`src/rtl/imem_pkg.sv`:
```
// rtl/imem_pkg.sv - shared state encoding and sizing constants for the instruction memory loader
package imem_pkg;

   localparam int HDR_BYTES   = 4;
   localparam int IMEM_BYTE_W = 8;

   typedef enum logic [2:0] {
      IDLE,
      HDR,
      DATA,
      CKS,
      DONE,
      ERR
   } state_e;

endpackage

```
`src/rtl/imem_loader.sv`:
```
// rtl/imem_loader.sv - framed byte-stream writer for the instruction memory, holds the CPU until loaded
// Optional payload XOR trailer check: define IMEM_LOADER_CKSUM_EN.
module imem_loader
   import imem_pkg::*;
#(
   parameter int                   PC_WIDTH  = 32,
   parameter int                   M_STACK   = 16384,
   parameter int                   BYTE_W    = IMEM_BYTE_W,
   parameter logic [PC_WIDTH-1:0]  BASE_ADDR = '0
) (
   input  logic                clk,
   input  logic                n_rst,
   input  logic                start,
   input  logic [BYTE_W-1:0]   s_data,
   input  logic                s_valid,
   output logic                s_ready,
   output logic                wr_en,
   output logic [PC_WIDTH-1:0] wr_addr,
   output logic [BYTE_W-1:0]   wr_data,
   output logic                busy,
   output logic                done,
   output logic                err,
   output logic                cpu_hold
);

`ifdef IMEM_LOADER_CKSUM_EN
   localparam state_e PAYLOAD_END = CKS;
`else
   localparam state_e PAYLOAD_END = DONE;
`endif

   state_e              state_q, state_d;
   logic [31:0]         len_q;
   logic [31:0]         cnt_q;
   logic                s_ready_q, wr_en_q, busy_q, done_q, err_q, hold_q;
   logic [PC_WIDTH-1:0] wr_addr_q;
   logic [BYTE_W-1:0]   wr_data_q;
   logic                accept;
   logic [31:0]         hdr_len;
   logic                active_d;
`ifdef IMEM_LOADER_CKSUM_EN
   logic [BYTE_W-1:0]   cks_q;
`endif

   assign accept   = s_valid && s_ready_q;
   // Full length as it will be once the final header byte lands.
   assign hdr_len  = {s_data[7:0], len_q[23:0]};
   assign active_d = (state_d == HDR) || (state_d == DATA) || (state_d == CKS);

   always_comb begin
      state_d = state_q;
      case (state_q)
         IDLE, DONE, ERR: if (start) state_d = HDR;
         HDR: begin
            if (accept && cnt_q == 32'(HDR_BYTES - 1)) begin
               if (hdr_len == 32'd0)
                  state_d = PAYLOAD_END;
               else if (hdr_len > 32'(M_STACK) || hdr_len[1:0] != 2'b00)
                  state_d = ERR;
               else
                  state_d = DATA;
            end
         end
         DATA: if (accept && cnt_q == len_q - 32'd1) state_d = PAYLOAD_END;
`ifdef IMEM_LOADER_CKSUM_EN
         CKS: if (accept) state_d = (s_data == cks_q) ? DONE : ERR;
`endif
         default: state_d = IDLE;
      endcase
   end

   always_ff @(posedge clk) begin
      if (!n_rst) begin
         state_q   <= IDLE;
         len_q     <= '0;
         cnt_q     <= '0;
         s_ready_q <= 1'b0;
         wr_en_q   <= 1'b0;
         wr_addr_q <= '0;
         wr_data_q <= '0;
         busy_q    <= 1'b0;
         done_q    <= 1'b0;
         err_q     <= 1'b0;
         hold_q    <= 1'b1;
`ifdef IMEM_LOADER_CKSUM_EN
         cks_q     <= '0;
`endif
      end else begin
         state_q   <= state_d;
         s_ready_q <= active_d;
         busy_q    <= active_d;
         done_q    <= (state_d == DONE);
         err_q     <= (state_d == ERR);
         hold_q    <= (state_d != DONE);
         wr_en_q   <= 1'b0;
         if (state_q != HDR && state_d == HDR) begin
            len_q <= '0;
            cnt_q <= '0;
`ifdef IMEM_LOADER_CKSUM_EN
            cks_q <= '0;
`endif
         end else if (accept) begin
            // The counter restarts on every state change so DATA sees k from 0.
            cnt_q <= (state_d != state_q) ? 32'd0 : cnt_q + 32'd1;
            if (state_q == HDR)
               len_q[{cnt_q[1:0], 3'b000} +: 8] <= s_data[7:0];
            if (state_q == DATA) begin
               wr_en_q   <= 1'b1;
               wr_addr_q <= BASE_ADDR + PC_WIDTH'(cnt_q);
               wr_data_q <= s_data;
`ifdef IMEM_LOADER_CKSUM_EN
               cks_q     <= cks_q ^ s_data;
`endif
            end
         end
      end
   end

   assign s_ready  = s_ready_q;
   assign wr_en    = wr_en_q;
   assign wr_addr  = wr_addr_q;
   assign wr_data  = wr_data_q;
   assign busy     = busy_q;
   assign done     = done_q;
   assign err      = err_q;
   assign cpu_hold = hold_q;

endmodule

```
`config.mk`:
```
export PLATFORM = sky130hd
export DESIGN_NAME = imem_loader
export DESIGN_NICKNAME = d
export VERILOG_FILES = /design/src/rtl/imem_pkg.sv /design/src/rtl/imem_loader.sv
export SDC_FILE = /design/constraint.sdc
export NUM_CORES = 1
export LEC_CHECK = 0
export CORE_MARGIN = 2
export CORE_UTILIZATION = 52
export DETAILED_ROUTE_END_ITERATION = 7
export HOLD_SLACK_MARGIN = 0.03
export PLACE_DENSITY = 0.84
export SLEW_MARGIN = 20
export SYNTH_ARGS = -nofsm -noshare
export SYNTH_HDL_FRONTEND = slang
export SYNTH_SLANG_ARGS = --single-unit
```
`constraint.sdc`:
```
create_clock -name clk -period 3.3 [get_ports clk]
set_clock_uncertainty 0.05 [all_clocks]
set_input_delay 0.825 -clock clk [delete_from_list [all_inputs] [get_ports clk]]
set_output_delay 0.825 -clock clk [all_outputs]
set_load 0.02 [all_outputs]
```
* After elaboration in Yosys (flattened, before gate mapping)
Index checks and enable logic that the tools add are counted.
** Storage, ports and cells
- Flip-flop bits (word level) :: 112
- Latch bits :: 0
- Bits in writable memories :: 0
- Memory bits (read-only) :: 0
- Bits of input ports :: 12
- Memories :: 0
** Operators by class
- Add/subtract/negate cells :: 3
- Multiply operators :: 0
- Div/mod/pow operators :: 0
- $lt $le $gt $ge :: 1
- Equal/unequal tests :: 14
- Shift operators :: 2
- Multiplexer cells :: 9
- Bitwise operators :: 3
- Reductions and logical operators :: 15
** Operator list (number)
- 32-bit by 1-bit adder with 32-bit output (second input constant) :: 1
- 32-bit bitwise mux :: 1
- 32-bit by 2-bit == test with 1-bit output (second input constant) :: 1
- 32-bit == test :: 1
- 32-bit by 15-bit greater-than comparator with 1-bit output (second input constant) :: 1
- 32-bit logical NOT :: 1
- 32-bit 2-to-1 mux :: 1
- 8-bit by 7-bit variable shift with 32-bit output (first input constant) :: 1
- 8-bit by 7-bit indexed part select with 32-bit output :: 1
- 32-bit by 1-bit subtractor with 32-bit output (second input constant) :: 1
- 3-bit 2-to-1 mux :: 5
- 3-bit == test (second input constant) :: 4
- 3-bit by 2-bit == test with 1-bit output (second input constant) :: 3
- 3-bit one-hot mux with 3 select lines :: 1
- 5-bit negation with 7-bit output :: 1
- 3-bit by 1-bit == test with 1-bit output (second input constant) :: 2
- 3-bit OR reduction :: 2
- 1-bit logical AND :: 4
- 3-bit logical NOT :: 1
- 1-bit logical OR :: 3
- 3-bit by 1-bit != test with 1-bit output (second input constant) :: 1
- 3-bit != test :: 1
- 3-bit != test (second input constant) :: 1
- 1-bit inverter :: 3
- 5 further kinds :: 5

* Longest topological paths before layout
Gate-level depths: netlist of run 1.
- Depth in word-level cells :: 10
- Depth in mapped cells :: 13

* Least setup slack after synthesis of run 1
OpenSTA, ideal clock, no wires.
- Path kind :: reg2reg
- From :: reg len_q[18]
- To :: reg cnt_q[21]
- Library setup time :: 0.119 ns
- Arrival :: 3.226 ns
- Data required time :: 3.131 ns
- Path slack :: -0.094 ns
- Stages on the path, launching flop included :: 12
- Clock period less this slack :: 3.394 ns
- Path through :: dfxtp_1 or4_4 or4b_1 nor4_1 xnor2_1 nor4b_1 nand4_1 or4b_4 a21oi_2 buf_6 buf_12 nor2_4
** Between the ends
- Longest elaborated chain between the ends :: 9
- Elaborated cells between the ends (all ways) :: 16
- Classes of those cells :: 1 x add/sub; 1 x order compare; 3 x eq/ne; 6 x mux; 5 x reduce/logical
** Ends and longest elaborated chain
- start: declaration :: line imem_loader.sv:33 : logic [31:0] len_q;
- start signal: indexed assignment :: line imem_loader.sv:106 : len_q[{cnt_q[1:0], 3'b000} +: 8] <= s_data[7:0];
- parallel branches: the longest is 5 deep, another holds 32-bit by 1-bit subtractor with 32-bit output
- 3-bit one-hot mux with 3 select lines (*) :: line imem_loader.sv:52 : case (state_q)
- 3-bit by 1-bit == test with 1-bit output :: line imem_loader.sv:96 : if (state_q != HDR && state_d == HDR) begin
- 1-bit logical AND :: line imem_loader.sv:96
- 2-bit OR reduction (no source line)
- end signal: assignment :: line imem_loader.sv:104 : cnt_q <= (state_d != state_q) ? 32'd0 : cnt_q + 32'd1;
- end: declaration :: line imem_loader.sv:34 : logic [31:0] cnt_q;
Every way passes the cells marked *.
A chain may end at the register's enable or synchronous reset.

* Final worst setup path of run 1
- From :: reg len_q[18]
- To :: reg cnt_q[10]
The elaborated chain is that of the path after synthesis.

==> impl_metrics.toml, run 1 <==
[outcome]
outcome = "finished, violations left"
violations = "negative setup slack"

[critical_path]
path_cells = "or4_4 -> or4b_4 -> nor4_4 -> xnor2_2 -> nor4b_4 -> nand4_1 -> or4b_4 -> a21oi_4 -> buf_12 -> clkbuf_16 -> nor2b_1"
path_buf_inv = 2
worstPathMaxFanout = 7
critPathSlowestCell = "or4b_4"
crit_required_ps = 3510
criticalPathCategory = "register to register"
cp-start-kind = "register"
crit_path_end_kind = "register"
r2r_slack_ps = -80
critPathMaxStageDelay_ps = 590
crit_arrival_ps = 3590
reg2regPathDepth = 11
startpoint = "len_q[18]$_SDFFE_PP0P_"
path_delay_family = "simple AND/OR/NAND/NOR gates"
reg2reg_from = "len_q[18]$_SDFFE_PP0P_"
cpMostUsedCell = "or4b_4"
reg2reg_to = "cnt_q[10]$_SDFFE_PP0P_"

[yosys]
synth_compound_area_share_pct = 12.2
synth_cell_types = 69
synthMuxAreaShare_pct = 0
yosys.area_share.xor_xnor_pct = 11.2
syn_inst = 739
syn_nets = 758
ys.flop_type = "dfxtp_1"
synth_top_family_by_area = "simple AND/OR/NAND/NOR gates"
synth-edff-count = 0
synth.cell_area_sq_um = 5880
synth-simple-area-share_pct = 33.0
syn_avg_cell_area_sq_um = 7.96
synth-seq-area-share_pct = 38.1
async_flop_share_pct = 0
synth_seq_cells = 112
ys_warn_count = 0
synthAdderAreaFrac_pct = 1.49

[pwr]
leakage_uw = 0.00272
p_per_area_nw_per_um2 = 359
total_power_uw = 2660
vdd_drop_max_mv = 0.423

[place]
hpwl_mm = 12.0
portBuffers = 57
postPlaceCellArea_sq_um = 6910
place_ws_ps = -319
dp.cells = 950
place_congestion = 0.935

[clock_tree]
cts_sinks = 112
cts_tree = "built"
clk_latency_ps = 370
cts_root_buf = "clkbuf_16"
cts-htree-levels = 3
cts_buffer_depth = 2
hold_buffers = 0
clkTransAtPathRegs_ps = 70
numCtsBuffers = 9

[hold_path]
min_from = "wr_addr[14]$_SDFFE_PN0P_"
hold_depth = 2
worstHoldPathType = "register to register"
holdPathEnd = "wr_addr[14]$_SDFFE_PN0P_"

[global_routing]
grt_pass1_wl_mm = 26.0
grt-ovfl-total = 0
grt_antenna_before_repair = 0
gr-usage-all-layers_pct = 28.0
grt_pass1_vias = 5266
grt_max_degree = 47

[routing]
dr.pass1.iters = 5
drtIter0Drc = 401
viasPerCell = 5.82
antenna_left = 0
route.detailed.drc = 0
num_vias = 5659
post_drt_wl_per_cell_microns = 17.0
routed_wl_mm = 16.6

[final_layout]
antenna_cells = 0
final_nets = 847
layout_common_cells = "147 x nand2_1, 111 x dfxtp_1, 76 x a21oi_1"
final_layout_size_suffix_gt1_share_pct = 15.7
final_area_sq_um = 7410
syn_to_final_growth_pct = 25.9
layout_commonest_cell = "nand2_1"
finalNonFillerCells = 973

[sta]
rsz0062_at_grt = "true"
hold_violations = 0
setup_viol = 24
drv_slew = 0
finalCriticalPeriod_ps = 3380
holdWs_ps = 403
fmax_ghz = 0.296
worstMarginPinSlew_ps = 818
finalCritPeriodShare_pct = 102
relSlewSlack_pct = 45.4
setup_slack_ps = -77.4

[die]
io_pins = 58
die_x_microns = 110
die-area_sq_um = 12200
die_y_microns = 110
rows = 38
start_util_pct = 53.8
coreArea_sq_um = 10900

[flow_run]
maxCapViolCount = 0
-- routing by layer --
layer	part of all wire, %	GRT usage [%]	routed length [microns]
met3	6.2	6.64	1030
met4	2.6	10.0	426
met5	0	0	0
met1	44	35.4	7210
met2	48	46.5	7900
-- sequential cells by signal, summed over array words and instances (netlist names) --
signal / flops
cnt_q: 32
len_q: 32
wr_addr: 32
wr_data: 8
state_q: 3
busy: 1
cpu_hold: 1
done: 1
err: 1
wr_en: 1
-- cells in the mapped netlist, types with 3 or more instances --
cell / count / area share, %
clkbuf_1: 33 / 2.1
nand2_1: 147 / 9.4
o21ai_1: 3 / 0.26
o21ai_0: 6 / 0.51
buf_2: 3 / 0.26
nor4_1: 12 / 1.3
ha_1: 7 / 1.5
and2_1: 7 / 0.74
nor3b_1: 6 / 0.77
nand3b_1: 5 / 0.64
or3_1: 6 / 0.64
o31ai_1: 3 / 0.38
nor3_1: 19 / 1.6
a211o_1: 3 / 0.45
nand4_1: 14 / 1.5
xor2_1: 33 / 4.9
nor2_1: 56 / 3.6
dfxtp_1: 112 / 38
and3_1: 9 / 0.96
or4_1: 3 / 0.38
a22o_1: 3 / 0.45
nor2_4: 10 / 1.9
nor4b_1: 3 / 0.45
nand3_1: 51 / 4.3
xnor2_1: 42 / 6.3
a21oi_1: 76 / 6.5
inv_1: 13 / 0.83
nor4_2: 3 / 0.64
-- logic make-up after synthesis --
kind of cell	count (synthesis)
flip-flops	112
XOR/XNOR	75
AND/OR/NAND/NOR	374
AO/OA/AOI/OAI	116
adder cells (fa/ha/maj)	7
buffers and inverters	55
-- final cells by class --
class	instances	area [sq um]
flip-flops and latches	112	2240
inverters	13	48.8
clock inverters	6	52.6
multi-input cells	572	3540
well taps	140	175
repair buffers	120	1120
fillers	892	3530
clock buffers	10	229
-- repair_timing --
| item | 4_1_cts | 5_1_grt |
|---|---|---|
| gates resized for setup | 8 | 19 |
| setup buffers | 2 | 3 |
| endpoints found under the hold margin | 0 | 0 |
| setup endpoints to repair | 31 | 38 |
| pin swaps | 8 | 16 |
| cloned | 2 | 1 |
-- worst max path at each step --
| stage | endpoint | slack [ps] | cells past startpoint |
|---|---|---|---|
| after floorplan | cnt_q[21]$_SDFFE_PP0P_ | 10 | 11 |
| after global placement | cnt_q[31]$_SDFFE_PP0P_ | -270 | 11 |
| after detailed placement | cnt_q[5]$_SDFFE_PP0P_ | -320 | 11 |
| after CTS | cnt_q[16]$_SDFFE_PP0P_ | -80 | 11 |
| after global routing | cnt_q[10]$_SDFFE_PP0P_ | -170 | 11 |
| final | cnt_q[10]$_SDFFE_PP0P_ | -80 | 11 |
-- report_power, final --
part | internal (uW) | total (uW) | switching (uW)
Combinational | 110 | 249 | 139
Clock | 524 | 1050 | 528
Sequential | 1350 | 1360 | 5.25
-- stage by stage --
step                util [%]  setup TNS (ps)
floorplan                  -               0
global placement        63.2           -8290
detailed placement      63.2           -9820
CTS                     66.9           -2000
global route            67.8           -4000
finish                  67.8           -1620
-- tightest hold or removal path, delay by kind of cell, from the launching register on --
family,cells,cell delay [ps]
AO/OA/AOI/OAI,1,50
flip-flops,1,310
AND/OR/NAND/NOR,1,50
Note: power is estimated with default switching activity, not from simulation.
==> run 2: changes to the inputs <==
--- a/config.mk
+++ b/config.mk
@@ -7,8 +7,8 @@
 export LEC_CHECK = 0
 export CORE_MARGIN = 2
 export CORE_UTILIZATION = 52
+export CTS_CLUSTER_SIZE = 8
 export DETAILED_ROUTE_END_ITERATION = 7
-export HOLD_SLACK_MARGIN = 0.03
 export PLACE_DENSITY = 0.84
 export SLEW_MARGIN = 20
 export SYNTH_ARGS = -nofsm -noshare
==> results of run 2 <==
Same layout as run 1: the final DEF is identical, and so are final timing and power.
